`config.mk`:
```
export PLATFORM = sky130hd
export DESIGN_NAME = fpadd_issue
export DESIGN_NICKNAME = d
export VERILOG_FILES = /design/src/rtl/fpadd_issue.sv
export SDC_FILE = /design/constraint.sdc
export NUM_CORES = 1
export LEC_CHECK = 0
export ABC_CLOCK_PERIOD_IN_PS = 4500
export BUFFER_PORTS_ARGS = -buffer_cell sky130_fd_sc_hd__buf_2
export CELL_PAD_IN_SITES_DETAIL_PLACEMENT = 1
export CELL_PAD_IN_SITES_GLOBAL_PLACEMENT = 1
export CORE_ASPECT_RATIO = 0.5
export CORE_MARGIN = 5
export CORE_UTILIZATION = 43
export DETAILED_ROUTE_END_ITERATION = 10
export PLACE_DENSITY_LB_ADDON = 0.1
export SLEW_MARGIN = 20
export SYNTH_ARGS = -nofsm -noshare
export SYNTH_HDL_FRONTEND = slang
export SYNTH_SLANG_ARGS = --single-unit
export TNS_END_PERCENT = 100
```
`constraint.sdc`:
```
create_clock -name clk -period 4.5 [get_ports clk]
set_input_delay 1.125 -clock clk [delete_from_list [all_inputs] [get_ports clk]]
set_output_delay 1.125 -clock clk [all_outputs]
set_load 0.01 [all_outputs]
```
`src/rtl/fpadd_issue.sv`:
```
// fpadd_issue: credit-gated issue/collect wrapper for the pipelined fpadd core with an in-order result FIFO.
// Optional FPADD_ISSUE_STATS_EN adds pop counter and sticky exception flags.
module fpadd_issue #(
    parameter int DWIDTH  = 32,
    parameter int DEPTH   = 8,
    parameter int LATENCY = 5
) (
    input  logic              clk,
    input  logic              rst_n,
    input  logic              in_valid,
    output logic              in_ready,
    input  logic [DWIDTH-1:0] in_a,
    input  logic [DWIDTH-1:0] in_b,
    output logic              fp_valid,
    output logic [DWIDTH-1:0] fp_a,
    output logic [DWIDTH-1:0] fp_b,
    input  logic              fp_done,
    input  logic [DWIDTH-1:0] fp_sum,
    input  logic [2:0]        fp_fex,
    output logic              out_valid,
    input  logic              out_ready,
    output logic [DWIDTH-1:0] out_sum,
    output logic [2:0]        out_fex,
    output logic              idle,
    output logic              err
`ifdef FPADD_ISSUE_STATS_EN
    ,
    input  logic              stats_clr,
    output logic [15:0]       op_count,
    output logic [2:0]        fex_sticky
`endif
);
    localparam int CW = $clog2(DEPTH + 1);
    localparam int PW = $clog2(DEPTH);

    logic [CW-1:0]     inflight_q, inflight_d, count_q, count_d;
    logic [PW-1:0]     wptr_q, rptr_q;
    logic [DWIDTH+2:0] mem_q [DEPTH];
    logic              err_q, err_d;
    logic [CW:0]       used;
    logic              done_ok, full, push, pop;

    // Credit covers both in-flight ops and buffered results, so fpadd never outruns the FIFO.
    always_comb begin
        used       = {1'b0, inflight_q} + {1'b0, count_q};
        in_ready   = rst_n & (used < (CW+1)'(DEPTH));
        fp_valid   = in_valid & in_ready;
        done_ok    = fp_done & (inflight_q != '0);
        full       = count_q == CW'(DEPTH);
        push       = done_ok & ~full;
        out_valid  = count_q != '0;
        pop        = out_valid & out_ready;
        inflight_d = inflight_q + CW'(fp_valid) - CW'(done_ok);
        count_d    = count_q + CW'(push) - CW'(pop);
        err_d      = err_q | (fp_done & (~done_ok | full));
    end

    assign fp_a    = in_a;
    assign fp_b    = in_b;
    assign out_sum = out_valid ? mem_q[rptr_q][DWIDTH-1:0] : '0;
    assign out_fex = out_valid ? mem_q[rptr_q][DWIDTH+2:DWIDTH] : '0;
    assign idle    = (inflight_q == '0) & (count_q == '0);
    assign err     = err_q;

    always_ff @(posedge clk or negedge rst_n) begin
        if (!rst_n) begin
            inflight_q <= '0;
            count_q    <= '0;
            wptr_q     <= '0;
            rptr_q     <= '0;
            err_q      <= 1'b0;
        end else begin
            inflight_q <= inflight_d;
            count_q    <= count_d;
            wptr_q     <= wptr_q + PW'(push);
            rptr_q     <= rptr_q + PW'(pop);
            err_q      <= err_d;
        end
    end

    always_ff @(posedge clk) begin
        if (push) mem_q[wptr_q] <= {fp_fex, fp_sum};
    end

`ifdef FPADD_ISSUE_STATS_EN
    always_ff @(posedge clk or negedge rst_n) begin
        if (!rst_n) begin
            op_count   <= '0;
            fex_sticky <= '0;
        end else if (stats_clr) begin
            op_count   <= '0;
            fex_sticky <= '0;
        end else if (pop) begin
            op_count   <= op_count + 16'd1;
            fex_sticky <= fex_sticky | out_fex;
        end
    end
`endif
endmodule

```
**Word-level counts from Yosys, hierarchy flattened**

Memories as Yosys holds them, arrays and structs flattened.
Cells that the tools add are included.
Widths: inputs -> output; s select.

- Register bits: 15
- RAM bits: 280
- Word-level logic and storage cells: 34
- Memories: 1

- $add $sub $neg: 7
- $lt $le $gt $ge: 1
- Equality and inequality tests: 1
- Mux-type cells: 4
- Bitwise gates (word level): 11
- Reductions and logical operators: 4

Memory list:

| memory | depth | bits a word | rd ports | clocked after Yosys merged registers in | wr ports | RTL line | text |
|---|---|---|---|---|---|---|---|
| mem_q | 8 | 35 | 1 | 0 | 1 | 38 | `logic [DWIDTH+2:0] mem_q [DEPTH];` |

Operators by type and width:

| kind | number |
|---|---|
| $mux 32 | 1 |
| $add 4x1->4 | 2 |
| $logic_not 4->1 | 2 |
| $reduce_bool 4->1 | 2 |
| $sub 4x1->4 | 2 |
| $and 1x1->1 | 7 |
| $add 3x1->3 | 2 |
| $add 4x4->5 | 1 |
| $lt 5x4->1 const B | 1 |
| $eq 4x4->1 const B | 1 |
| $mux 3 | 1 |
| $mux 1 | 2 |
| $not 1->1 | 2 |
| $or 1x1->1 | 2 |

**Logic depth before layout (Yosys ltp)**

- Depth after elaboration: 6
- Gate-level depth with buffers: 10

**Worst setup path before layout**

Ideal clock, no wire load.

- Kind: input-to-reg
- Start point: in fp_done
- End point: mem mem_q[0][0] (netlist bit) (enable)
- Setup time: 0.515 ns
- Arrival time: 4.675 ns
- Required time: 3.985 ns
- Slack: -0.690 ns
- Stages on the path: 2
- Cell sequence: nand3_1 -> nor4_1

- Word-level cells in the longest chain between the ends: 4

Ends and longest elaborated chain:

| what | RTL line | text |
|---|---|---|
| from (decl) | 17 | `input logic fp_done,` |
| $and 1x1->1 | 48 | `done_ok = fp_done & (inflight_q != '0);` |
| $and 1x1->1 | 50 | `push = done_ok & ~full;` |
| $mux 1 | 82 | `if (push) mem_q[wptr_q] <= {fp_fex, fp_sum};` |
| $mux 1 (not written as such) | 82 |  |
| to (decl) | 38 |  |

Every way passes these cells.

**Worst setup path in the final report**

- Start point: reg rptr_q[0]
- End point: out out_fex[2]

- Word-level cells in the longest chain between the ends: 2

Ends and longest elaborated chain:

| what | RTL line | text |
|---|---|---|
| from (decl) | 37 | `logic [PW-1:0] wptr_q, rptr_q;` |
| from (signal assigned) | 76 | `rptr_q <= rptr_q + PW'(pop);` |
| $mem_v2 8x35 | -- |  |
| $mux 3 | 61 | `assign out_fex = out_valid ? mem_q[rptr_q][DWIDTH+2:DWIDTH] : '0;` |
| to (decl) | 23 | `output logic [2:0] out_fex,` |

Every way passes these cells.

==> results.tsv <==
metric	value	unit
GRT Util Overall	0.1592	
RR Startpoint	inflight_q[2]	
FMAX	264.0	MHz
VDD IR-drop max	0.4615	mV
fin nets	719	
Resize count post-CTS	0	
clk root buf	clkbuf_16	
max_slew headroom	0.5292	
grt met2 use	0.2484	
Hold Fails Final Rpt	0	
synthesized area per cell	21.30	um^2
DIE WIDTH	245.1	um
Hold/Removal Path Class	register to register	
Worst-Skew Late Latency	0.54	ns
most common cell after layout, fill and taps aside	edfxtp_1	
clock sink count	295	
crit-path max FO	27	
post-synth cell types	31	
setup violators final	0	
GRT busiest layer	met2	
Hold Path Origin	err	
post-DP HPWL	14370	um
CTS tree	yes	
Area contributors post-synth	edfxtp_1, mux4_2, buf_4	
Buffers on Ports	79	
WS Path Type	register to output pin	
post-CTS setup repair buffer count	0	
Core Region	27490	um^2
Cell Area, Placed	12350	um^2
syn nets	682	
Final Max Tran Viols	0	
crit path time final	3.788	ns
GR met3 Demand/Resource	0.03658	
initial antenna violation count	1	
Final period util	0.8418	
Yosys top cell area share	0.7073	
setup TNS	0	ns
vias	5206	
CTS Buffer Depth	3	
pin count of the biggest net entering global routing	65	
RSZ-0062 raised after global routing	false	
clk_skew	0.02019	ns
pre-CTS setup slack	0.9620	ns
sequential-to-total area share from yosys stat	0.7389	
vias in the first global route	5910	
1st-iter DRT viols	275	
Synth Register Bits	295	
n_diodes	0	
Cells after Synth	558	
PwrDens	654.0	nW/um^2
Yosys warning total	0	
DRC	0	
Max H-tree Level	1	
Leak Pwr	4.446	nW
Synth area leader	edfxtp_1	
aggregate global routing overflow	0	
Die Y-Extent	127.6	um
remaining antenna violation count after routing	0	
RD Place Congestion	0.6804	
worst setup path start	rptr_q[0]	
# rows	43	
cts hold-fix bufs	0	
M1 GR Usage	0.2250	
Placed Cells	948	
proportion of layout cells with a drive suffix above 1	0.3518	
die area	31270	um^2
Arr. time, crit path	2.66	ns
router iterations before antenna repair	4	
Cell Area, Synth	11890	um^2
Syn-to-layout area delta	10.45	%
status	complete, no violations	
clk slew on worst S/H paths	0.06	ns
cts bufs inserted	27	
final instance area	13130	um^2
Post-Route WL	24700	um
non-filler cells, final	996	
Worst-Margin Slew	0.7045	ns
routed length per instance	24.80	um
Setup WS post-layout	0.7119	ns
initial core utilization	0.4324	
worst path required time	3.38	ns
max_cap viols	0	
commonest non-fill, non-tap cells in the layout	edfxtp_1, buf_2, mux4_2	
Boundary Pins	208	
Crit. End Element	output pin	
vias per cell	5.227	
first-pass GRT wire length	37190	um
crit path launch type	register	
[metrics by stage]
stage | util | total power [mW] | hold WS, ns
floorplan | - | 5.736 | 0.4731
global placement | 0.4491 | 6.624 | 0.4417
detailed placement | 0.4491 | 6.656 | 0.4439
CTS | 0.4776 | 8.773 | 0.4614
global route | 0.4776 | 9.080 | 0.4853
finish | 0.4776 | 8.587 | 0.4548
[sequential cells by signal, indices dropped and copies added (netlist names)]
register	count
rptr_q	3
wptr_q	3
err	1
mem_q	280
inflight_q	4
count_q	4
[final timing paths]
path	to	slack (ns)	cells past startpoint
min	err	0.45	1
max	out_fex[2]	0.71	4
min reg2reg	err	0.45	1
max reg2reg	count_q[2]	1.81	10
max in group asynchronous	rptr_q[0]	3.70	1
min in group asynchronous	err	0.50	1
[metal layers]
metal	routed length, um	part of all wire	vias up
met4	851	0.034	2
met1	11270	0.46	2763
li1	-	-	2277
met5	13	0.00053	-
met3	1150	0.047	68
met2	11410	0.46	96
[cell usage after synthesis, drive strengths merged]
cell      n
nand4     1
nor3      4
nor4      1
a22o     35
xor2      5
a21oi     3
nor2      4
nor2b     1
or3b      3
nand2b    2
edfxtp  280
and2      4
a31o      1
or4b      1
a21o      3
dfrtp    15
nand3     1
buf      81
clkbuf    7
fa        2
inv      14
xnor2     1
mux4     70
ha       18
nand2     1
[worst max-delay path, cell delays in order (launching register included)]
cell	delay [ns]
dfrtp_4	0.80
buf_4	0.38
mux4_2	0.53
a22o_1	0.26
buf_2	0.15
[layout make-up]
cell class | count | area [um^2]
clock buffer | 40 | 744.5
clock inverter | 8 | 38.79
fill | 2457 | 14360
inverter | 14 | 52.55
multi-input combinational | 161 | 2455
sequential | 295 | 8788
tap | 382 | 478.0
timing repair buffer | 96 | 573.1
[power breakdown]
group	internal, mW	total (mW)	leakage [nW]	switching [mW]
Combinational	1.30	2.78	1.35	1.47
Clock	1.14	2.09	0.383	0.953
Sequential	3.49	3.72	2.71	0.233
[kinds of logic after synthesis]
kind of cell / Yosys count / synth area share
compound gates: 42 / 0.02968
xor+xnor: 6 / 0.004421
fa+ha+maj: 20 / 0.02231
buf+inv: 102 / 0.05947
flops: 295 / 0.7389
mux: 70 / 0.1326
simple gates: 23 / 0.01263
Power figures use the tool's default switching activity.
